File: src/rtl/aout_cmd_scheduler.sv
// aout_cmd_scheduler
// Round-robin scheduler sharing one Moore output-control unit between NREQ
// requesters. Each granted opcode is turned into a select cycle followed by a
// single apply cycle (ain=00). The unit is parked on 01 (clear mode selected,
// nothing applied) whenever it is not being commanded. A shadow copy of the
// unit's output bit is kept for status reads.
module aout_cmd_scheduler #(
  parameter int NREQ  = 4,
  parameter int IDX_W = 2,
  parameter int GAP   = 1
) (
  input  logic              clock,
  input  logic              reset,
  input  logic [NREQ-1:0]   req,
  input  logic [2*NREQ-1:0] op,
  output logic [NREQ-1:0]   ack,
  output logic [1:0]        ain_out,
  output logic              busy,
  output logic [IDX_W-1:0]  grant_id,
  output logic              shadow_aout,
  output logic              init_done
);

  typedef enum logic [2:0] {
    ST_INIT_SEL   = 3'd0,
    ST_INIT_APPLY = 3'd1,
    ST_IDLE       = 3'd2,
    ST_SEL        = 3'd3,
    ST_APPLY      = 3'd4,
    ST_DONE       = 3'd5,
    ST_GAP        = 3'd6
  } state_t;

  localparam logic [1:0] CMD_APPLY  = 2'b00;
  localparam logic [1:0] CMD_CLEAR  = 2'b01;
  localparam logic [1:0] CMD_TOGGLE = 2'b10;
  localparam logic [1:0] CMD_SET    = 2'b11;

  // Park counter runs 0..GAP-2 while in ST_GAP (DONE is the first park cycle).
  localparam int GCW = (GAP > 2) ? $clog2(GAP) : 1;

  state_t            state_r;
  state_t            state_nxt_s;
  logic [IDX_W-1:0]  last_r;
  logic [1:0]        op_r;
  logic [GCW-1:0]    gap_cnt_r;

  logic              found_s;
  logic [IDX_W-1:0]  pick_s;
  logic [IDX_W-1:0]  cand_s;
  logic [2*NREQ-1:0] op_shift_s;
  logic [1:0]        op_nxt_s;
  logic [IDX_W-1:0]  grant_nxt_s;
  logic [1:0]        ain_nxt_s;
  logic [NREQ-1:0]   ack_nxt_s;
  logic              busy_nxt_s;
  logic              shadow_nxt_s;
  logic              init_done_nxt_s;

  // Effect of an applied command on the unit's output bit.
  function automatic logic apply_cmd(input logic [1:0] cmd, input logic cur);
    case (cmd)
      CMD_CLEAR:  apply_cmd = 1'b0;
      CMD_TOGGLE: apply_cmd = ~cur;
      CMD_SET:    apply_cmd = 1'b1;
      default:    apply_cmd = cur;
    endcase
  endfunction

  // One-hot decode of a requester index.
  function automatic logic [NREQ-1:0] onehot(input logic [IDX_W-1:0] idx);
    onehot      = '0;
    onehot[idx] = 1'b1;
  endfunction

  // Round-robin search starting one past the last grant, wrapping around.
  always_comb begin
    found_s = 1'b0;
    pick_s  = last_r;
    cand_s  = last_r;
    for (int k = 1; k <= NREQ; k++) begin
      cand_s = IDX_W'((int'(last_r) + k) % NREQ);
      if (!found_s && req[cand_s]) begin
        found_s = 1'b1;
        pick_s  = cand_s;
      end else begin
        found_s = found_s;
      end
    end
  end

  assign op_shift_s = op >> {pick_s, 1'b0};

  // Next-state logic, opcode capture and grant selection.
  always_comb begin
    state_nxt_s = state_r;
    op_nxt_s    = op_r;
    grant_nxt_s = grant_id;
    case (state_r)
      ST_INIT_SEL:   state_nxt_s = ST_INIT_APPLY;
      ST_INIT_APPLY: state_nxt_s = ST_IDLE;
      ST_IDLE: begin
        if (found_s) begin
          state_nxt_s = ST_SEL;
          grant_nxt_s = pick_s;
          op_nxt_s    = op_shift_s[1:0];
        end else begin
          state_nxt_s = ST_IDLE;
        end
      end
      ST_SEL: begin
        if (op_r == CMD_APPLY) begin
          state_nxt_s = ST_DONE;
        end else begin
          state_nxt_s = ST_APPLY;
        end
      end
      ST_APPLY: state_nxt_s = ST_DONE;
      ST_DONE: begin
        if (GAP <= 1) begin
          state_nxt_s = ST_IDLE;
        end else begin
          state_nxt_s = ST_GAP;
        end
      end
      ST_GAP: begin
        if (int'(gap_cnt_r) >= GAP - 2) begin
          state_nxt_s = ST_IDLE;
        end else begin
          state_nxt_s = ST_GAP;
        end
      end
      default: state_nxt_s = ST_INIT_SEL;
    endcase
  end

  // Output decode for the upcoming state, so every output leaves a flop.
  always_comb begin
    ain_nxt_s       = CMD_CLEAR;
    ack_nxt_s       = '0;
    busy_nxt_s      = 1'b1;
    shadow_nxt_s    = shadow_aout;
    init_done_nxt_s = init_done;
    case (state_nxt_s)
      ST_INIT_SEL:   ain_nxt_s = CMD_CLEAR;
      ST_INIT_APPLY: ain_nxt_s = CMD_APPLY;
      ST_IDLE: begin
        ain_nxt_s  = CMD_CLEAR;
        busy_nxt_s = 1'b0;
      end
      ST_SEL:        ain_nxt_s = op_nxt_s;
      ST_APPLY:      ain_nxt_s = CMD_APPLY;
      ST_DONE: begin
        ain_nxt_s = CMD_CLEAR;
        ack_nxt_s = onehot(grant_nxt_s);
      end
      ST_GAP:        ain_nxt_s = CMD_CLEAR;
      default:       ain_nxt_s = CMD_CLEAR;
    endcase
    if (state_r == ST_APPLY) begin
      shadow_nxt_s = apply_cmd(op_r, shadow_aout);
    end else if (state_r == ST_INIT_APPLY) begin
      shadow_nxt_s    = 1'b0;
      init_done_nxt_s = 1'b1;
    end else begin
      shadow_nxt_s = shadow_aout;
    end
  end

  // State, bookkeeping and registered outputs.
  always_ff @(posedge clock) begin
    if (reset) begin
      state_r     <= ST_INIT_SEL;
      last_r      <= IDX_W'(NREQ - 1);
      op_r        <= 2'b00;
      gap_cnt_r   <= '0;
      ack         <= '0;
      ain_out     <= CMD_CLEAR;
      busy        <= 1'b1;
      grant_id    <= '0;
      shadow_aout <= 1'b0;
      init_done   <= 1'b0;
    end else begin
      state_r     <= state_nxt_s;
      op_r        <= op_nxt_s;
      grant_id    <= grant_nxt_s;
      ack         <= ack_nxt_s;
      ain_out     <= ain_nxt_s;
      busy        <= busy_nxt_s;
      shadow_aout <= shadow_nxt_s;
      init_done   <= init_done_nxt_s;
      if (state_r == ST_IDLE && found_s) begin
        last_r <= pick_s;
      end else begin
        last_r <= last_r;
      end
      if (state_r == ST_GAP) begin
        gap_cnt_r <= gap_cnt_r + GCW'(1);
      end else begin
        gap_cnt_r <= '0;
      end
    end
  end

endmodule
File: config.mk
export PLATFORM = sky130hd
export DESIGN_NAME = aout_cmd_scheduler
export DESIGN_NICKNAME = d
export VERILOG_FILES = /design/src/rtl/aout_cmd_scheduler.sv
export SDC_FILE = /design/constraint.sdc
export NUM_CORES = 1
export LEC_CHECK = 0
export ABC_CLOCK_PERIOD_IN_PS = 2670
export CORE_MARGIN = 4
export CORE_UTILIZATION = 35
export DETAILED_ROUTE_END_ITERATION = 8
export GPL_TIMING_DRIVEN = 0
export PLACE_DENSITY = 0.6
export SYNTH_ARGS = -nofsm -noshare
export SYNTH_HDL_FRONTEND = slang
export SYNTH_SLANG_ARGS = --single-unit
File: constraint.sdc
create_clock -name clock -period 2.67 [get_ports clock]
set_clock_uncertainty 0.15 [all_clocks]
set_input_delay 0.4005 -clock clock [delete_from_list [all_inputs] [get_ports clock]]
set_output_delay 0.4005 -clock clock [all_outputs]
set_load 0.01 [all_outputs]
==> results of run 1 <==
## power by group
part,internal [mW],switching [mW],leakage (nW)
combinational,0.271,0.295,0.303
clock,0.0830,0.0814,0.0210
sequential,0.329,0.0467,0.147
## per-layer routing
layer	GRT usage [%]	part of all wire, %	vias up
met2	22.6	47	24
met1	17.2	46	425
met5	0	0	-
met3	3.40	6.1	2
met4	3.72	0.75	0
li1	-	-	467
## Yosys cell counts
cell      number
or3b_2         1
or4b_1         1
a31oi_2        1
a21o_1         2
ha_1           4
a31oi_1        4
or3_1          2
o311ai_0       1
nor3b_1        2
a311oi_1       1
clkbuf_1       2
a22oi_1        2
or3_2          1
nor2b_1        3
mux2i_4        1
or4bb_1        1
nand2b_1       2
buf_6          1
nand3_1        6
or2b_1         1
nand2_1       10
mux2_2         3
or4_4          1
or4_1          1
a211oi_1       1
and3_2         1
dfxtp_1       18
xnor2_1        1
a21oi_1        9
nand3b_1       1
inv_1          3
o21ai_0        1
a21o_2         2
a221oi_1       1
nor2_1        15
and2_4         1
o211a_1        1
or2_2          2
nor4_1         1
nor3_1         2
## layout make-up
type	instances	area (um2)
fillers	262	1270
multi-input cells	90	593
flip-flops and latches	18	360
repair buffers	24	240
well taps	30	37.5
clock buffers	4	36.3
plain buffers	3	18.8
inverters	3	11.3
## critical path: stages
cell             delay [ns]
clkdlybuf4s50_1        0.46
or4_4                  0.60
and2_4                 0.18
buf_6                  0.13
mux2i_4                0.16
or4b_1                 0.49
nor2_1                 0.13
## cells by family (layout without fill, tap and decap cells)
family | Yosys count | count (layout) | synth area share [%]
DFF | 18 | 18 | 36.6
adders and majority gates | 4 | 4 | 5.09
buffers and inverters | 6 | 34 | 3.05
xor gates and xnor gates | 1 | 1 | 0.891
muxes | 4 | 4 | 5.72
and+or+nand+nor | 55 | 55 | 30.4
AOI/OAI and AO/OA | 26 | 26 | 18.2
## registers in the layout (all words and copies together), names as in the netlist
name         cells
last_r           2
init_done        1
ain_out          2
grant_id         2
shadow_aout      1
busy             1
op_r             2
state_r          3
ack              4
## how the worst max path moves through the flow
stage,start,endpoint,slack [ns],cells past startpoint
3_3_place_gp,req[3],ack[2]$_SDFF_PP0_,-0.12,7
5_1_grt,req[1],ain_out[0]$_SDFF_PP1_,0.1,6
3_5_place_dp,req[1],ack[1]$_SDFF_PP0_,-0.11,7
4_1_cts,req[1],ack[1]$_SDFF_PP0_,0.19,7
6_report,req[1],ack[1]$_SDFF_PP0_,0.18,7
2_1_floorplan,req[1],ack[2]$_SDFF_PP0_,0.47,6
## layout by cell type, fill, tap and decap left out, types with 2 or more instances in the layout
master / netlist / final
nor3b_1: 2 / 2
ha_1: 4 / 4
clkbuf_4: 0 / 3
a22oi_1: 2 / 2
inv_1: 3 / 3
or2_2: 2 / 2
clkdlybuf4s50_1: 0 / 24
a31oi_1: 4 / 4
a21oi_1: 9 / 9
nand2b_1: 2 / 2
nor2_1: 15 / 15
nand3_1: 6 / 6
or3_1: 2 / 2
a21o_1: 2 / 2
clkbuf_1: 2 / 2
nand2_1: 10 / 10
nor2b_1: 3 / 3
a21o_2: 2 / 2
nor3_1: 2 / 2
mux2_2: 3 / 3
dfxtp_1: 18 / 18
==> parameters.txt, run 1 <==
Parameter                              Value

Power
  Leakage power    about 0.47 nW
  VDD IR-drop max    0.586 mV
  Total power of the final layout    1.11 mW
  Total power divided by cell area    853 nW/um2

CTS
  Post-CTS setup buffer count    0
  Cts repair resizes    0
  H-tree levels    1
  Clock sink count    18
  Maximum number of buffers from clock root to sink    2
  Clock edge transition at the registers on the reported setup and hold paths    0.10 ns
  Root buffer selected by CTS    clkbuf_4
  Number of hold-repair buffers added at the cts stage    0
  Clock latency reported for the late side of the worst-skew pair    0.29 ns
  CTS tree    yes
  Clock buffer count from CTS    3

Place
  Total cell area at the placement stage    1260 um2
  DPL Wire Length    1760 um
  Cells after DPL    168
  Port Buffer Count    24
  Setup WS pre-CTS    -0.112 ns
  Final weighted congestion of routability-driven global placement    0.744

Status
  Result of the run    finished, final reports clean

Layout
  Post-layout nets    around 160
  Cell area after layout    1300 um2
  Share of cells above drive strength 1    about 13%
  Post-layout util    50.5%
  Finished Layout Cells    172
  Antenna diode count    0
  Synthesis-to-finish area growth    31.9%

STA
  Post-route worst setup slack    0.182 ns
  Transition time at the pin with the least slew margin    0.746 ns
  Number of hold violations in the final report    0
  Setup violators final    0
  Worst hold slack across all endpoints    roughly 0.33 ns
  Max-slew violations    0
  Final period demand of the worst path    approximately 2.5 ns
  Tcrit/Tclk final    about 93%
  Unrepaired setup endpoints after global routing    no
  Max_slew headroom    between 40% and 50%
  Maximum achievable frequency    0.402 GHz
  Sum of negative setup slack    0 ns

Floorplanning
  Starting Density    a little under two fifths
  Number of top-level design ports    25
  Area inside the core boundary    2570 um2
  Die width    roughly 61 um
  Die Outline Area    3720 um2
  Number of rows created at floorplan    18
  Die span in y    61.0 um

GRT
  Number of global-route vias before repair    852
  Aggregate global-route resource usage    13.5%
  Maximum number of pins on one net before global-route repair    11
  Total congestion overflow    0
  Wire length of the first global-routing pass    3770 um
  Antenna violations before repair    0

Routing
  Wire length after detailed routing    ~2300 um
  Iteration-0 DRC count of the detailed router    31
  Number of vias in the routed layout    between 900 and 1000
  Number of design rule violations left after detail routing    0
  Final ANT Viol Nets    0
  Post-DR vias/cell    around 5.3
  Wirelength per Cell    13.2 um
  Detailed-router iteration count before antenna repair    4

Worst hold path
  Min-delay src    init_done$_SDFFE_PP0P_
  Min-Delay Endpoint    init_done$_SDFFE_PP0P_
  Worst Hold Class    flip-flop to flip-flop
  Min-Delay Path Depth    2

Logic synthesis
  Biggest area contributors in the synthesized netlist    dfxtp_1 (37%), nor2_1 (5.7%), ha_1 (5.1%)
  Fraction of post-synthesis cell area in the top cell type by area    36.6%
  Average cell area after synthesis    around 8.6 um2
  Warnings from Yosys    0
  Count of distinct cell types in the synthesized netlist    40
  Number of register bits inferred by synthesis    18
  Area of the mapped netlist    983 um2
  Cell type with the highest aggregate area in the netlist    dfxtp_1
  Net count after synthesis    132
  Sequential cell area fraction in the yosys report    36.6%
  Synthesized instance count    between 100 and 150

Setup path
  Kind of capture point of the worst setup path    flip-flop
  Endpoint required time on the critical path    2.74 ns
  Reg2reg setup slack    0.29 ns
  R2r startpoint    state_r[0]$_SDFF_PP0_
  Number of cell instances on the worst register-to-register path    8
  Startpoint type of the worst setup path    input port
  Worst-path maximum fanout    10
  CP Class    input port to flip-flop
  Data arrival, critical path    2.56 ns
  Worst reg2reg path endpoint    ack[1]$_SDFF_PP0_

Run
  Max-capacitance violation count    0
Power figures use the tool's default switching activity.
==> inputs of run 2 (changes only) <==
--- a/config.mk
+++ b/config.mk
@@ -5,7 +5,7 @@
 export SDC_FILE = /design/constraint.sdc
 export NUM_CORES = 1
 export LEC_CHECK = 0
-export ABC_CLOCK_PERIOD_IN_PS = 2670
+export ABC_CLOCK_PERIOD_IN_PS = 3200
 export CORE_MARGIN = 4
 export CORE_UTILIZATION = 35
 export DETAILED_ROUTE_END_ITERATION = 8
==> constraint.sdc (replaced) <==
create_clock -name clock -period 3.2 [get_ports clock]
set_clock_uncertainty 0.15 [all_clocks]
set_input_delay 0.48 -clock clock [delete_from_list [all_inputs] [get_ports clock]]
set_output_delay 0.48 -clock clock [all_outputs]
set_load 0.01 [all_outputs]
==> results of run 2 <==
The final DEF is identical to that of run 1. Status: finished, final reports clean.
Among the figures that moved: setup slack after placement -0.112 ns -> 0.338 ns; setup slack after layout 0.182 ns -> 0.633 ns; register-to-register setup slack 0.29 ns -> 0.82 ns; total power 1.11 mW -> 0.923 mW; worst IR drop on VDD 0.586 mV -> 0.489 mV
==> inputs of run 3 (changes only) <==
--- a/config.mk
+++ b/config.mk
@@ -5,12 +5,12 @@
 export SDC_FILE = /design/constraint.sdc
 export NUM_CORES = 1
 export LEC_CHECK = 0
-export ABC_CLOCK_PERIOD_IN_PS = 3200
+export ABC_CLOCK_PERIOD_IN_PS = 2100
 export CORE_MARGIN = 4
 export CORE_UTILIZATION = 35
 export DETAILED_ROUTE_END_ITERATION = 8
 export GPL_TIMING_DRIVEN = 0
-export PLACE_DENSITY = 0.6
+export PLACE_DENSITY = 0.63
 export SYNTH_ARGS = -nofsm -noshare
 export SYNTH_HDL_FRONTEND = slang
 export SYNTH_SLANG_ARGS = --single-unit
==> constraint.sdc (replaced) <==
create_clock -name clock -period 2.1 [get_ports clock]
set_clock_uncertainty 0.15 [all_clocks]
set_input_delay 0.315 -clock clock [delete_from_list [all_inputs] [get_ports clock]]
set_output_delay 0.315 -clock clock [all_outputs]
set_load 0.01 [all_outputs]
==> run 3 against run 2 <==
  * Die area stayed put
  * Register-to-register slack worse by 0.74 ns
  * Core utilization is 4.1 points higher
  * Sequential power is 60% higher
  * Sequential share of layout area is 1.7 points lower
  * Largest power group unchanged
  * Power is 71% higher
==> parameters.txt, run 3 (synthesized netlist as in run 1, its figures left out) <==
Parameter                              Value

Status
  Result of the run    finished, final reports clean (unchanged)

Floorplanning
  Number of rows created at floorplan    18 (unchanged)
  Die width    61.0 um (unchanged)
  Die span in y    61.0 um (unchanged)
  Number of top-level design ports    25 (unchanged)
  Area inside the core boundary    2570 um2 (unchanged)
  Die Outline Area    3720 um2 (unchanged)
  Starting Density    38.3% (unchanged)

STA
  Max_slew headroom    67.8% (was 49.9%)
  Transition time at the pin with the least slew margin    0.481 ns (was 0.746 ns)
  Post-route worst setup slack    0.0779 ns (was 0.633 ns)
  Maximum achievable frequency    slightly below 0.5 GHz
  Tcrit/Tclk final    96.3%
  Number of hold violations in the final report    0 (unchanged)
  Setup violators final    0 (unchanged)
  Sum of negative setup slack    0 ns (unchanged)
  Max-slew violations    0 (unchanged)
  Final period demand of the worst path    2.02 ns

Power
  Leakage power    0.518 nW (was 0.471 nW)
  VDD IR-drop max    0.722 mV (was 0.489 mV)
  Total power divided by cell area    1120 nW/um2 (was 712 nW/um2)
  Total power of the final layout    1.57 mW (was 0.923 mW)

Place
  Setup WS pre-CTS    -0.576 ns (was 0.338 ns)
  DPL Wire Length    1810 um (was 1760 um)
  Port Buffer Count    24 (unchanged)
  Total cell area at the placement stage    1260 um2 (about the same)
  Final weighted congestion of routability-driven global placement    0.775 (was 0.744)

Setup path
  Startpoint type of the worst setup path    flip-flop (was input port)
  Library cell contributing the largest single delay on the critical path    or4b_4 (was or4_4)
  Stage delay of the slowest cell on the critical path    0.50 ns (was 0.60 ns)
  Family with the most delay on the worst path    simple AND/OR/NAND/NOR gates (unchanged)
  Number of buffers and inverters on the critical path    0 (was 2)
  Kind of capture point of the worst setup path    flip-flop (unchanged)
  Endpoint required time on the critical path    2.18 ns (was 3.27 ns)
  CP Class    flip-flop to flip-flop (was input port to flip-flop)
  Data arrival, critical path    2.10 ns (was 2.64 ns)
  List of cells traversed by the critical path    ha_1, nor2b_4, a31oi_1, or3_1, or4b_4, nor2_1 (was clkdlybuf4s50_1, or4_4, and2_4, buf_6, mux2i_4, or4b_1, nor2_1)
  Worst-path maximum fanout    5 (was 10)

GRT
  Aggregate global-route resource usage    14.1% (was 13.5%)
  Total congestion overflow    0 (unchanged)
  Maximum number of pins on one net before global-route repair    11 (unchanged)
  Number of global-route vias before repair    852 (unchanged)
  Antenna violations before repair    0 (unchanged)
  Wire length of the first global-routing pass    3870 um (was 3770 um)

Run
  Max-capacitance violation count    0 (unchanged)

Layout
  Post-layout util    54.7% (was 50.5%)
  Filler cell count    238 (was 262)
  Share of cells above drive strength 1    25.9% (was 13.4%)
  Combined area of the multi-input logic cells    661 um2 (was 593 um2)
  Area taken by flip-flops and latches    365 um2 (was 360 um2)
  Cell area after layout    1400 um2 (was 1300 um2)
  Most frequent cells in the layout    clkdlybuf4s50_1 (20), dfxtp_1 (16), nor2_1 (15) (was clkdlybuf4s50_1 (24), dfxtp_1 (18), nor2_1 (15))
  Post-layout nets    166 (was 161)
  Most frequent standard cell in the layout excluding fill and tap cells    clkdlybuf4s50_1 (unchanged)
  Antenna diode count    0 (unchanged)
  Synthesis-to-finish area growth    42.7% (was 31.9%)
  Register ranked first by flip-flop count    ack (unchanged)
  Largest regs    ack: 4 flops, state_r: 3 flops (unchanged)
  Number of flip-flops under the largest register name    4 (unchanged)

Routing
  Wire length after detailed routing    2510 um (was 2260 um)
  Detailed-router iteration count before antenna repair    4 (unchanged)
  Final ANT Viol Nets    0 (unchanged)
  Iteration-0 DRC count of the detailed router    53 (was 31)
  Number of design rule violations left after detail routing    0 (unchanged)
  Post-DR vias/cell    5.44 (was 5.34)
  Wirelength per Cell    14.2 um (was 13.2 um)
  Number of vias in the routed layout    963 (was 918)

CTS
  Clock sink count    18 (unchanged)
  CTS tree    yes (unchanged)
  Clock buffer count from CTS    3 (unchanged)
  Clock edge transition at the registers on the reported setup and hold paths    0.10 ns (about the same)
  Root buffer selected by CTS    clkbuf_4 (unchanged)
  H-tree levels    1 (unchanged)
  Maximum number of buffers from clock root to sink    2 (unchanged)
  Number of hold-repair buffers added at the cts stage    0 (unchanged)
  Clock latency reported for the late side of the worst-skew pair    0.29 ns (about the same)

Worst hold path
  Worst Hold Class    flip-flop to flip-flop (unchanged)
[run 3: worst min-delay path: cells and delay by family (launching register included)]
kind	cells	cell delay (ns)
simple gates	1	0.07
flops	1	0.35
compound gates	1	0.04
[run 3: per-layer routing]
layer	wire length, um	vias up	GRT usage [%]	part of all wire [%]
met1	1100	451	18.4	44
li1	-	478	-	-
met2	1230	30	22.4	49
met4	39	0	6.81	1.6
met3	144	4	2.55	5.7
met5	0	-	0	0
[run 3: repair_timing]
| item | 4_1_cts | 5_1_grt |
|---|---|---|
| buffers inserted | 2 | 5 |
| pin swaps | 2 | 5 |
| setup endpoints to repair | 11 | 11 |
| resized for setup | 13 | 10 |
[run 3: final cells by class]
type                       instances  share of cell area (%)
buffer                             1                   0.267
clock buffer                       4                    2.58
sequential                        18                    26.0
multi-input combinational         90                    47.1
timing repair buffer              31                    20.6
tap                               30                    2.67
inverter                           3                   0.802
[run 3: final timing paths]
kind	endpoint	slack, ns	cells past startpoint	startpoint
worst max-delay path	ack[0]$_SDFF_PP0_	0.08	6	state_r[0]$_SDFF_PP0_
worst min-delay path	init_done$_SDFFE_PP0P_	0.34	2	init_done$_SDFFE_PP0P_
worst max register to register	ack[0]$_SDFF_PP0_	0.08	6	state_r[0]$_SDFF_PP0_
worst min register to register	init_done$_SDFFE_PP0P_	0.34	2	init_done$_SDFFE_PP0P_
[run 3: where the power goes]
part | total, mW | switching (mW) | internal, mW
sequential | 0.503 | 0.0770 | 0.426
combinational | 0.861 | 0.420 | 0.440
clock | 0.211 | 0.105 | 0.106
[run 3: per-stage QoR]
stage	hold WS, ns	cells
final	0.335	177
after global routing	0.399	177
after CTS	0.343	174
after detailed placement	0.313	168
after global placement	0.305	168
after floorplan	0.256	114
